==> config.mk <==
export PLATFORM = sky130hd
export DESIGN_NAME = pipe_reg_chain
export DESIGN_NICKNAME = d
export VERILOG_FILES = /design/src/rtl/pipe_reg_chain.sv
export SDC_FILE = /design/constraint.sdc
export NUM_CORES = 1
export LEC_CHECK = 0
export BUFFER_PORTS_ARGS = -buffer_cell sky130_fd_sc_hd__clkbuf_2
export CORE_AREA = 2 2 60 62
export DETAILED_ROUTE_END_ITERATION = 12
export DIE_AREA = 0 0 62 64
export PLACE_DENSITY = 0.86
export SLEW_MARGIN = 25
export SYNTH_ARGS = -nofsm -noshare
export SYNTH_HDL_FRONTEND = slang
export SYNTH_SLANG_ARGS = --single-unit
==> constraint.sdc <==
create_clock -name clk -period 5.6 [get_ports clk]
set_input_delay 1.12 -clock clk [delete_from_list [all_inputs] [get_ports clk]]
set_output_delay 1.12 -clock clk [all_outputs]
set_load 0.01 [all_outputs]
==> src/rtl/pipe_reg_chain.sv <==
// rtl/pipe_reg_chain.sv - valid/ready pipeline register chain with bubble collapse
// Stage 0 faces the input, stage DEPTH-1 drives out_*; DEPTH=0 is a pass-through.
module pipe_reg_chain #(
  parameter int WIDTH = 18,
  parameter int DEPTH = 2,
  localparam int CNT_W = (DEPTH == 0) ? 1 : $clog2(DEPTH + 1)
) (
  input  logic             clk,
  input  logic             rst,
  input  logic             CE,
  input  logic             clr,
  input  logic             in_valid,
  input  logic [WIDTH-1:0] in_data,
  output logic             in_ready,
  output logic             out_valid,
  output logic [WIDTH-1:0] out_data,
  input  logic             out_ready,
  output logic [CNT_W-1:0] count
);

  logic en;
  assign en = CE & ~clr;

  if (DEPTH == 0) begin : g_pass
    logic [CNT_W-1:0] cnt_q;

    assign in_ready  = out_ready & en;
    assign out_valid = in_valid & en;
    assign out_data  = in_data;
    assign count     = cnt_q;

    always_ff @(posedge clk or negedge rst) begin
      if (!rst) cnt_q <= '0;
      else      cnt_q <= '0;
    end
  end else begin : g_chain
    logic [DEPTH-1:0] v_q, v_d, take, src_v;
    logic [WIDTH-1:0] d_q   [DEPTH];
    logic [WIDTH-1:0] src_d [DEPTH];
    logic [CNT_W-1:0] cnt_q, cnt_d;
    logic             in_xfer, out_xfer;

    // A stage can load when empty or when its occupant moves on this cycle;
    // the ready chain ripples back from out_ready through every stage.
    always_comb begin
      logic carry;
      carry = out_ready;
      take  = '0;
      for (int i = DEPTH - 1; i >= 0; i--) begin
        take[i] = en & (~v_q[i] | carry);
        carry   = take[i];
      end
    end

    assign src_v = (v_q << 1) | DEPTH'(in_valid);

    always_comb begin
      src_d[0] = in_data;
      for (int i = 1; i < DEPTH; i++) src_d[i] = d_q[i-1];
    end

    always_comb begin
      v_d = v_q;
      if (clr) v_d = '0;
      else begin
        for (int i = 0; i < DEPTH; i++)
          if (take[i]) v_d[i] = src_v[i];
      end
    end

    assign in_xfer  = in_valid & take[0];
    assign out_xfer = out_valid & out_ready;
    assign cnt_d    = clr ? '0 : cnt_q + CNT_W'(in_xfer) - CNT_W'(out_xfer);

    always_ff @(posedge clk or negedge rst) begin
      if (!rst) begin
        v_q   <= '0;
        cnt_q <= '0;
        for (int i = 0; i < DEPTH; i++) d_q[i] <= '0;
      end else begin
        v_q   <= v_d;
        cnt_q <= cnt_d;
        // Data only moves with a valid item, so bubbles never overwrite it.
        for (int i = 0; i < DEPTH; i++)
          if (take[i] && src_v[i]) d_q[i] <= src_d[i];
      end
    end

    assign in_ready  = take[0];
    assign out_valid = v_q[DEPTH-1] & en;
    assign out_data  = d_q[DEPTH-1];
    assign count     = cnt_q;
  end

endmodule

==> run_results.csv <==
group,metric,value,unit
run_status,status,"finished, final reports clean",
yosys,ys_warn_count,0,
critical_path,start_kind,"input port",
cells_and_area,ff_latch_area,1000,um^2
critical_path,worstPathArrival,1.84,ns
global_routing,grt.total_usage,15.6,%
cells_and_area,area_delta_synth_final,9.39,%
floorplan,core,3280,um^2
yosys,synth_cells,119,
sta,hold_violations,0,
job,max_cap_violations,0,
sta,final.setup.tns,0,ns
placement,routabilityCongestion,0.699,
sta,setup_viol,0,
cells_and_area,nFillCells,280,
clocking,post_cts_buffers,0,
cells_and_area,multi_input_area,612,um^2
yosys,synth_nets,145,
power,p_total,0.716,mW
yosys,postSynthAreaPerCell,15.0,um^2
route,drt_first_pass_iters,3,
route,routed_wl,2710,um
critical_path,max_stage_delay,0.27,ns
yosys,synth_cell_type_count,24,
critical_path,path_class,"input port to primary output",
route,drt_iter0_markers,30,
clocking,cts_buffer_depth,2,
yosys,yosysSeqAreaShare,56.1,%
global_routing,grt_start_max_net_pins,41,
sta,worst_pin_slew,0.858,ns
critical_path,crit_top_cell,"clkbuf_2",
global_routing,grt_pass1_vias,1032,
route,viasPerCell,4.88,
power,p_per_area,366,nW/um^2
cells_and_area,layout-drive-gt1-share,60.3,%
critical_path,crit_start,"clr",
sta,hold_ws,0.511,ns
yosys,synth_area,1790,um^2
clocking,cts_resized,0,
sta,min_period,2.96,ns
cells_and_area,final_common_cell,"clkbuf_2",
sta,max_freq,337,MHz
sta,fin_skew,0.00930,ns
critical_path,endpoint_kind,"primary output",
global_routing,overflow,0,
route,remaining_drc_errors,0,
route,drtAntennaViolNets,0,
floorplan,die_x,62,um
global_routing,grt_pass1_wl,4390,um
critical_path,cp_cell_sequence,"clkbuf_2 > and2b_2 > a21boi_0 > clkbuf_2",
cells_and_area,nets,177,
sta,maxSlewHeadroom,42.8,%
clocking,cts.reportedPaths.clkPinSlew,0.11,ns
clocking,cts_tree,"built",
cells_and_area,diodes,0,
route,routed_wire_length_per_instance,13.7,um
clocking,cts.htree.levels,2,
clocking,cts_hold_buf,0,
global_routing,antenna_found_initial,0,
critical_path,timing.rr.start,"g_chain.v_q[1]",
min_path,hp-class,"flop to flop",
placement,numPortBuffers,45,
floorplan,num_io_pins,46,
cells_and_area,fin_util,59.5,%
critical_path,worstPathMaxFanout,6,
critical_path,cp_slowest_cell,"and2b_2",
floorplan,num_rows,21,
cells_and_area,most-common-layout-cells,"clkbuf_2 (44), dfrtp_1 (40), mux2_2 (26)",
floorplan,die_h,64,um
clocking,clkLatencyLatePin,0.34,ns
floorplan,start_util,54.4,%
clocking,root_buffer,"clkbuf_4",
sta,period_share,52.9,%
power,irDropWorstVdd,0.157,mV
clocking,clock_sinks,40,
floorplan,dieArea,3970,um^2
route,vias,961,
clocking,cts_buffers,5,
power,leakage,1.02,nW
placement,dp_hpwl,1950,um
sta,drv_slew,0,
yosys,yosys_register_bits,40,
min_path,min-delay-start,"g_chain.d_q[35]",
critical_path,cp.required,4.48,ns
sta,rsz0062_at_grt,"no",
Yosys cell counts:
cell	n	area share (%)
a21oi_4	1	0.91
buf_6	1	0.63
nand3b_4	1	1.1
and2_1	1	0.35
and2b_1	1	0.42
nand2_1	2	0.42
buf_8	1	0.84
mux2_2	26	16
o21ai_0	1	0.28
dfrtp_1	40	56
a22oi_1	1	0.42
a21oi_1	1	0.28
nor2b_4	1	0.77
mux2_4	10	8.4
nor2_1	2	0.42
inv_1	3	0.63
and3_1	1	0.35
xor2_1	1	0.49
xnor2_1	1	0.49
and2b_2	1	0.49
a21boi_0	1	0.42
buf_4	18	7.6
ha_1	2	1.4
nand3b_1	1	0.42
cell type report:
type / instances / share of cell area [%]
Clock inverter: 1 / 0.256
Tap cell: 46 / 2.95
Clock buffer: 6 / 2.11
Sequential cell: 40 / 51.2
Timing Repair Buffer: 45 / 11.5
Inverter: 3 / 0.577
Multi-Input combinational cell: 56 / 31.3
critical path: cells and delay by family:
family	cells	cell delay, ns
compound gates	1	0.18
buf+inv	2	0.27
simple gates	1	0.27
worst paths after layout:
path | slack (ns) | to | cells after the start
worst max-delay path | 2.64 | in_ready | 4
min in group asynchronous | 0.88 | out_data[12] | 1
worst min register to register | 0.51 | g_chain.d_q[35] | 1
max in group asynchronous | 4.18 | g_chain.v_q[1] | 1
worst min-delay path | 0.51 | g_chain.d_q[35] | 1
worst max register to register | 3.55 | count[0] | 7
state kept, by name, indices dropped and copies added (netlist names):
signal / flops
count: 2
g_chain.v_q: 2
g_chain.d_q: 18
out_data: 18
per-stage QoR:
step,instances,instance area (um^2),worst slack (ns)
6_report,197,1950,2.64
2_1_floorplan,119,1790,2.81
3_3_place_gp,190,1910,2.66
5_1_grt,197,1950,2.56
4_1_cts,197,1950,2.63
3_5_place_dp,190,1910,2.61
power by group:
| part | internal [mW] | switching, mW |
|---|---|---|
| Clock | 0.0463 | 0.0836 |
| Combinational | 0.110 | 0.0751 |
| Sequential | 0.362 | 0.0386 |
| Total | 0.518 | 0.197 |
layer usage:
metal / vias to the layer above / track usage (%) / wire length, um
met3: 6 / 7.69 / 230
met2: 36 / 26.0 / 1300
met1: 467 / 16.3 / 1140
met4: 0 / 5.59 / 40
met5: - / 0 / 0
li1: 452 / - / -
cell families after synthesis:
logic type                 synth area share (%)
DFF                                        56.1
muxes                                      24.8
buffers and inverters                      9.67
and+or+nand+nor                            4.77
AOI/OAI and AO/OA                          2.31
xor gates and xnor gates                  0.981
adders and majority gates                  1.40
Power figures use the tool's default switching activity.
